==> config.mk <==
export PLATFORM = sky130hd
export DESIGN_NAME = mac_seq_ctrl
export DESIGN_NICKNAME = d
export VERILOG_FILES = /design/src/rtl/mac_seq_ctrl_pkg.sv /design/src/rtl/mac_acc_stage.sv /design/src/rtl/mac_seq_ctrl.sv
export SDC_FILE = /design/constraint.sdc
export NUM_CORES = 1
export LEC_CHECK = 0
export ABC_CLOCK_PERIOD_IN_PS = 2420
export CORE_MARGIN = 5
export CORE_UTILIZATION = 45
export DETAILED_ROUTE_END_ITERATION = 7
export GPL_TIMING_DRIVEN = 0
export PLACE_DENSITY = 0.73
export SYNTH_ARGS = -nofsm -noshare
export SYNTH_HDL_FRONTEND = slang
export SYNTH_SLANG_ARGS = --single-unit
export TNS_END_PERCENT = 30
==> constraint.sdc <==
create_clock -name clk -period 2.42 [get_ports clk]
set_clock_uncertainty 0.1 [all_clocks]
set_input_delay 0.242 -clock clk [delete_from_list [all_inputs] [get_ports clk]]
set_output_delay 0.242 -clock clk [all_outputs]
set_load 0.005 [all_outputs]
==> src/rtl/mac_seq_ctrl_pkg.sv <==
// Shared definitions for the sequential multiply-accumulate controller:
// FSM state encoding and default datapath widths.
package mac_seq_ctrl_pkg;

  localparam int unsigned DEF_DATA_WIDTH = 2;
  localparam int unsigned DEF_OUT_WIDTH  = 4;
  localparam int unsigned DEF_LEN_WIDTH  = 4;

  typedef enum logic [1:0] {
    IDLE = 2'd0,
    RUN  = 2'd1,
    DONE = 2'd2
  } state_e;

endpackage

==> src/rtl/mac_acc_stage.sv <==
// Combinational accumulate step: acc + a*b with unsigned product,
// result wrapped to OUT_WIDTH bits and the carry beyond it exposed.
module mac_acc_stage #(
  parameter int unsigned DATA_WIDTH = 2,
  parameter int unsigned OUT_WIDTH  = 4
) (
  input  logic [DATA_WIDTH-1:0] a_i,
  input  logic [DATA_WIDTH-1:0] b_i,
  input  logic [OUT_WIDTH-1:0]  acc_i,
  output logic [OUT_WIDTH-1:0]  sum_o,
  output logic                  carry_o
);

  logic [2*DATA_WIDTH-1:0] prod;
  logic [OUT_WIDTH:0]      sum_full;

  always_comb begin
    prod     = (2*DATA_WIDTH)'(a_i) * (2*DATA_WIDTH)'(b_i);
    sum_full = {1'b0, acc_i} + (OUT_WIDTH+1)'(prod);
    sum_o    = sum_full[OUT_WIDTH-1:0];
    carry_o  = sum_full[OUT_WIDTH];
  end

endmodule

==> src/rtl/mac_seq_ctrl.sv <==
// Sequential MAC controller: accepts a job (len, bias), accumulates len
// operand-pair products onto bias, then presents the result until taken.
module mac_seq_ctrl
  import mac_seq_ctrl_pkg::*;
#(
  parameter int unsigned DATA_WIDTH = DEF_DATA_WIDTH,
  parameter int unsigned OUT_WIDTH  = DEF_OUT_WIDTH,
  parameter int unsigned LEN_WIDTH  = DEF_LEN_WIDTH
) (
  input  logic                  clk,
  input  logic                  reset,
  input  logic                  start,
  input  logic [LEN_WIDTH-1:0]  len,
  input  logic [DATA_WIDTH-1:0] bias,
  input  logic                  in_valid,
  output logic                  in_ready,
  input  logic [DATA_WIDTH-1:0] in_a,
  input  logic [DATA_WIDTH-1:0] in_b,
  output logic                  out_valid,
  input  logic                  out_ready,
  output logic [OUT_WIDTH-1:0]  out_data,
  output logic                  out_ovf,
  output logic                  busy
);

  state_e                 state_q, state_d;
  logic [OUT_WIDTH-1:0]   acc_q, acc_d;
  logic [LEN_WIDTH-1:0]   count_q, count_d;
  logic [LEN_WIDTH-1:0]   len_q, len_d;
  logic                   ovf_q, ovf_d;

  logic [OUT_WIDTH-1:0]   stage_sum;
  logic                   stage_carry;

  mac_acc_stage #(
    .DATA_WIDTH (DATA_WIDTH),
    .OUT_WIDTH  (OUT_WIDTH)
  ) u_acc_stage (
    .a_i     (in_a),
    .b_i     (in_b),
    .acc_i   (acc_q),
    .sum_o   (stage_sum),
    .carry_o (stage_carry)
  );

  always_ff @(posedge clk) begin
    if (reset) begin
      state_q <= IDLE;
      acc_q   <= '0;
      count_q <= '0;
      len_q   <= '0;
      ovf_q   <= 1'b0;
    end else begin
      state_q <= state_d;
      acc_q   <= acc_d;
      count_q <= count_d;
      len_q   <= len_d;
      ovf_q   <= ovf_d;
    end
  end

  always_comb begin
    state_d = state_q;
    acc_d   = acc_q;
    count_d = count_q;
    len_d   = len_q;
    ovf_d   = ovf_q;
    unique case (state_q)
      IDLE: begin
        if (start) begin
          len_d   = len;
          acc_d   = OUT_WIDTH'(bias);
          count_d = '0;
          ovf_d   = 1'b0;
          state_d = (len == '0) ? DONE : RUN;
        end
      end
      RUN: begin
        // in_ready is unconditionally high here, so in_valid alone is a transfer
        if (in_valid) begin
          acc_d   = stage_sum;
          ovf_d   = ovf_q | stage_carry;
          count_d = count_q + LEN_WIDTH'(1);
          if (count_q == len_q - LEN_WIDTH'(1)) begin
            state_d = DONE;
          end
        end
      end
      DONE: begin
        if (out_ready) begin
          state_d = IDLE;
        end
      end
      default: state_d = IDLE;
    endcase
  end

  always_comb begin
    in_ready  = (state_q == RUN);
    out_valid = (state_q == DONE);
    out_data  = (state_q == DONE) ? acc_q : '0;
    out_ovf   = (state_q == DONE) ? ovf_q : 1'b0;
    busy      = (state_q != IDLE);
  end

endmodule

==> results by group, run 1 <==
Cells and area
  – Final Core Density: 0.6250
  – Total Nets Final: 158
  – Share of cells above drive strength 1: 0.09774
  – Fillers: 182
  – Multi-input combinational cell area: 621.8 um2
  – Register area: 300.3 um2
  – Antenna Diode Count: 0
  – Area delta synth->final: 28.87%
  – Finished Layout Cells: 160

Placed design
  – Global placer's final weighted congestion: 0.7214
  – IO buf count: 22
  – Worst slack, placed: -0.06883 ns
  – Placed insts: 156
  – Post-DP HPWL: approximately 1.6 mm

STA
  – Highest clock rate: around 450 MHz
  – RSZ-0062 raised after global routing: no
  – Setup violators final: 0
  – Minimum clock period: 2.201 ns
  – Max-slew violation count: 0
  – Setup TNS: 0 ns
  – Period utilization: 0.9095
  – Hold Slack: 0.4049 ns
  – Worst Tran Pin Value: 0.4465 ns
  – Slew HR: 0.7020
  – Fin worst setup slack: roughly 0.22 ns
  – Hold Vio Cnt, Final: 0

GRT
  – Vias in the first global route: 832
  – Initial antenna violation count: 0
  – All-Layer GR Usage: 0.1364
  – GRT overflow: 0
  – Largest net degree at the start of global routing: 11
  – First-pass GRT wire length: 3.505 mm

Drt
  – Total wire length: 1.945 mm
  – Drt initial violations: 8
  – Drt first pass iters: 4
  – Post-DRT Antenna Nets: 0
  – DR WL/cell: 12.16 um
  – Vias post-DR: just over 800
  – Vias per cell: around 5
  – Residual DRC: 0

Synth
  – Cell Area, Synth: 970.9 um2
  – Sequential share of the synthesized area: 0.3093
  – Most frequent cell after synthesis: dfxtp_1
  – Yosys cell types: 32
  – Commonest cells post-synth: dfxtp_1 (15), nor2_1 (12), and2_1 (9), ha_1 (7), xnor2_1 (7)
  – Synthesized netlist cell count: 107
  – Syn nets: 131
  – Syn Area/Cell: 9.074 um2
  – Post-synth ARST share: 0
  – Synth warn: 0
  – Post-synth EDFFs: 0
  – Post-synth top area share: 0.3093
  – Area contributors post-synth: dfxtp_1 (31%), ha_1 (9.0%), xnor2_1 (6.3%)
  – Synth Register Bits: 15
  – Area leader, netlist: dfxtp_1
  – Synth Flop Type: dfxtp_1

Power and ir drop
  – Leakage power: 0.5175 nW
  – PD cells: 443.3 nW/um2
  – Max VDD drop: 0.3289 mV

Hold path
  – HP Class: flip-flop to flip-flop

Floorplanning
  – Placeable Area: 2002 um2
  – Die area: 3187 um2
  – Starting Density: 0.4850
  – Die width: about 56 um
  – Row cnt: 16
  – IO Pins: 23
  – Die height: 56.45 um

Clock network
  – Total setup buffers inserted after CTS: 0
  – Clock Path Buffers: 2
  – Clk slew on worst S/H paths: 0.09 ns
  – PostCTS Resize Cnt: 0
  – CTS H-tree lvls: 1
  – CTS tree: done
  – Total clock sinks: 15
  – Clock Tree Root: clkbuf_4
  – Cts bufs inserted: 3
  – Cts hold-fix bufs: 0
  – Worst-Skew Late Latency: 0.29 ns

Run status
  – Status: completed

Worst setup path
  – Critical path startpoint category: input port
  – Critical Path RT: 2.49 ns
  – Worst path max stage delay: 0.52 ns
  – CP cell instances: clkdlybuf4s50_1, and2_1, fa_1, ha_1, inv_1, fa_1, nor2_1, mux2i_1, nor2_1
  – Arrival time at the worst endpoint: 2.27 ns
  – Delay-heaviest family, CP: adder cells
  – Worst path buffer plus inverter count: 2
  – Crit Path Max Fanout: 2
  – Slowest CP cell: fa_1
  – Crit Path Class: input port to flip-flop
  – CP endpoint kind: flip-flop

Flow run
  – Maximum Capacitance Violations: 0
path summary, 6_finish.rpt:
path / slack, ns / end / start / depth (start not counted)
setup reg to reg: 0.39 / acc_q[2] / acc_q[1] / 7
setup / recovery: 0.22 / acc_q[2] / in_a[0] / 9
hold / removal: 0.40 / acc_q[3] / acc_q[3] / 2
hold reg to reg: 0.40 / acc_q[3] / acc_q[3] / 2
cell usage in the layout, fill, tap and decap left out:
cell / instances
o31ai_1: 1
nand2b_1: 2
nor3b_2: 1
nor3_1: 4
nor2_1: 12
mux2i_2: 1
nor2_4: 1
and2b_1: 1
o21ai_0: 2
nor3b_4: 1
and2_1: 9
buf_6: 2
o21ba_2: 1
a21oi_1: 6
inv_1: 6
xnor2_1: 7
nand2_1: 4
dfxtp_1: 15
nand3b_1: 1
mux2i_1: 4
nand3_1: 4
clkdlybuf4s50_1: 22
fa_1: 2
a211oi_1: 1
a311oi_1: 2
clkbuf_4: 3
or2_2: 1
nor4_1: 2
clkbuf_1: 2
ha_1: 7
xor2_1: 2
a21o_1: 2
nor3_2: 1
or3b_2: 1
sequential cells by signal, summed over array words and instances (netlist names):
| register | count |
|---|---|
| count_q | 4 |
| state_q | 2 |
| ovf_q | 1 |
| len_q | 4 |
| acc_q | 4 |
area by class of cell:
cell class / instances / area share
Timing Repair Buffer: 22 / 0.1760
Inverter: 6 / 0.01800
Clock buffer: 4 / 0.02100
Multi-Input combinational cell: 83 / 0.4970
Sequential cell: 15 / 0.2400
Tap cell: 27 / 0.02700
Buffer: 3 / 0.02100
cells by family after synthesis:
family | after synthesis | share of synthesized area
simple gates | 45 | 0.2719
compound gates | 15 | 0.1005
flops | 15 | 0.3093
xor+xnor | 9 | 0.08119
buf+inv | 9 | 0.05025
fa+ha+maj | 9 | 0.1314
mux | 5 | 0.05541
layer usage:
metal  part of all wire  up-vias  GRT usage
li1                   -      426          -
met1               0.44      366     0.1600
met2               0.50       15     0.2294
met3              0.046        5    0.02982
met4              0.023        0    0.07119
met5                  0        -          0
tightest hold or removal path, cell delays in order, from the launching register on:
cell     delay, ns
dfxtp_1       0.33
o21ai_0       0.07
a21oi_1       0.06
per-stage QoR:
step / power, mW / cell area [um2]
floorplan: 0.3620 / 970.9
global placement: 0.4115 / 1225
detailed placement: 0.4157 / 1225
CTS: 0.5567 / 1251
global route: 0.5889 / 1251
finish: 0.5547 / 1251
where the power goes:
part           total, mW  switching, mW  internal [mW]
logic              0.140         0.0661         0.0738
clock network      0.146         0.0822         0.0642
registers          0.268        0.00963          0.259
total              0.555          0.158          0.397
Note: power is estimated with default switching activity, not from simulation.
==> run 2, diff against run 1 <==
CELL_PAD_IN_SITES_DETAIL_PLACEMENT = 2   (was unset)
CELL_PAD_IN_SITES_GLOBAL_PLACEMENT = 2   (was unset)
CORE_UTILIZATION = 29   (was 45)
CTS_CLUSTER_SIZE = 16   (was unset)
PLACE_DENSITY = unset   (was 0.73)
PLACE_DENSITY_LB_ADDON = 0.1   (was unset)
==> results by group, run 2 (same netlist as run 1, synthesis figures left out) <==
STA
  – Max-slew violation count: 0 (unchanged)
  – Fin worst setup slack: 0.1582 ns (was 0.2191 ns)
  – Hold Vio Cnt, Final: 0 (unchanged)
  – Period utilization: 0.9346 (was 0.9095)
  – Highest clock rate: 442.1 MHz (was 454.4 MHz)
  – Hold Slack: 0.4179 ns (was 0.4049 ns)
  – Minimum clock period: 2.262 ns (was 2.201 ns)
  – RSZ-0062 raised after global routing: no (unchanged)
  – Slew HR: 0.6721 (was 0.7020)
  – Setup violators final: 0 (unchanged)
  – Worst Tran Pin Value: 0.4919 ns (was 0.4465 ns)
  – Setup TNS: 0 ns (unchanged)

Power and ir drop
  – Leakage power: 0.5175 nW (unchanged)
  – Switching share of total power: 0.2924 (was 0.2848)
  – Comb power frac: 0.256 (was 0.252)
  – P_int: 0.3965 mW (was 0.3967 mW)
  – Sequential power share: 0.481 (was 0.484)
  – Switching power: 0.1639 mW (was 0.1580 mW)
  – Total chip power: 0.5603 mW (was 0.5547 mW)
  – Max VDD drop: 0.2757 mV (was 0.3289 mV)
  – Clock share of power: 0.263 (was 0.264)
  – PD cells: 439.5 nW/um2 (was 443.3 nW/um2)

Clock network
  – CTS tree: done (unchanged)
  – Worst-Skew Late Latency: 0.29 ns (about the same)
  – Total clock sinks: 15 (unchanged)
  – Cts hold-fix bufs: 0 (unchanged)
  – PostCTS Resize Cnt: 0 (unchanged)
  – Total setup buffers inserted after CTS: 0 (unchanged)
  – Clock Path Buffers: 2 (unchanged)
  – Cts bufs inserted: 3 (unchanged)
  – Clock Tree Root: clkbuf_4 (unchanged)
  – Clk slew on worst S/H paths: 0.10 ns (was 0.09 ns)
  – CTS H-tree lvls: 1 (unchanged)

Cells and area
  – Total Nets Final: 158 (unchanged)
  – Finished Layout Cells: 179 (was 160)
  – Area delta synth->final: 31.31% (was 28.87%)
  – Share of cells above drive strength 1: 0.09774 (unchanged)
  – Final Core Density: 0.3882 (was 0.6250)
  – Commonest non-fill, non-tap cell in the layout: clkdlybuf4s50_1 (unchanged)
  – Fin area: 1275 um2 (was 1251 um2)
  – Antenna Diode Count: 0 (unchanged)
  – Largest registers: acc_q x4, count_q x4, len_q x4 (unchanged)
  – Commonest cells after routing, fill and taps aside: clkdlybuf4s50_1 (22), dfxtp_1 (15), nor2_1 (12), and2_1 (9) (unchanged)

Worst setup path
  – CP endpoint kind: flip-flop (unchanged)
  – Critical path startpoint category: input port (unchanged)
  – Crit Path Max Fanout: 2 (unchanged)
  – Arrival time at the worst endpoint: 2.38 ns (was 2.27 ns)
  – Reg2Reg Setup Slack: 0.31 ns (was 0.39 ns)
  – Crit Path Class: input port to flip-flop (unchanged)
  – Critical Path RT: 2.54 ns (was 2.49 ns)

Drt
  – Post-DRT Antenna Nets: 0 (unchanged)
  – Vias post-DR: 824 (was 812)
  – Drt first pass iters: 3 (was 4)
  – Residual DRC: 0 (unchanged)
  – Total wire length: 2.574 mm (was 1.945 mm)
  – Drt initial violations: 21 (was 8)
  – DR WL/cell: 14.38 um (was 12.16 um)
  – Vias per cell: 4.603 (was 5.075)

Run status
  – Status: completed (unchanged)

GRT
  – Initial antenna violation count: 0 (unchanged)
  – All-Layer GR Usage: 0.1280 (was 0.1364)
  – Vias in the first global route: 949 (was 832)
  – Largest net degree at the start of global routing: 11 (unchanged)
  – First-pass GRT wire length: 4.402 mm (was 3.505 mm)
  – GRT overflow: 0 (unchanged)

Placed design
  – Placed cell area: 1249 um2 (was 1225 um2)
  – Post-DP HPWL: 2.143 mm (was 1.575 mm)
  – Placed insts: 175 (was 156)
  – Worst slack, placed: -0.1788 ns (was -0.06883 ns)
  – IO buf count: 22 (unchanged)
  – Global placer's final weighted congestion: 0.7653 (was 0.7214)

Flow run
  – Maximum Capacitance Violations: 0 (unchanged)

Floorplanning
  – Die width: 67.86 um (was 56.45 um)
  – Die area: 4605 um2 (was 3187 um2)
  – IO Pins: 23 (unchanged)
  – Starting Density: 0.2956 (was 0.4850)
  – Placeable Area: 3284 um2 (was 2002 um2)
  – Die height: 67.86 um (was 56.45 um)
  – Row cnt: 21 (was 16)

Hold path
  – HP Class: flip-flop to flip-flop (unchanged)
==> run 2: cell type report <==
| class | count | area, um2 |
|---|---|---|
| Buffer | 3 | 26.28 |
| Fill cell | 380 | 2009 |
| Clock buffer | 4 | 26.28 |
| Multi-Input combinational cell | 83 | 621.8 |
| Sequential cell | 15 | 300.3 |
| Inverter | 6 | 22.52 |
| Tap cell | 46 | 57.56 |
| Timing Repair Buffer | 22 | 220.2 |
==> run 2: worst paths after layout <==
check                               from        to  cells past startpoint
worst max-delay path             in_a[0]  acc_q[3]                      9
worst min-delay path               ovf_q     ovf_q                      2
worst max register to register  acc_q[1]  acc_q[3]                      7
worst min register to register     ovf_q     ovf_q                      2
==> run 2: power groups by stage <==
stage | logic, mW | registers (mW) | clock network [mW]
2_1_floorplan | 0.0899 | 0.272 | 0
3_3_place_gp | 0.142 | 0.275 | 0
3_5_place_dp | 0.148 | 0.276 | 0
4_1_cts | 0.148 | 0.270 | 0.157
5_1_grt | 0.161 | 0.272 | 0.173
6_report | 0.144 | 0.269 | 0.147
==> run 2: worst max-delay path, cell delays in order <==
cell and delay (ns):
clkdlybuf4s50_1 0.41, and2_1 0.18, fa_1 0.51, ha_1 0.19, inv_1 0.06, fa_1 0.37, xnor2_1 0.16, nand3_1 0.09
a21oi_1 0.16
==> run 2: per-layer routing <==
| metal | vias to the layer above | global-route usage | part of all wire |
|---|---|---|---|
| met2 | 8 | 0.2078 | 0.50 |
| li1 | 417 | - | - |
| met5 | - | 0 | 0 |
| met1 | 397 | 0.1710 | 0.48 |
| met4 | 0 | 0.04467 | 0.0047 |
| met3 | 2 | 0.02135 | 0.021 |
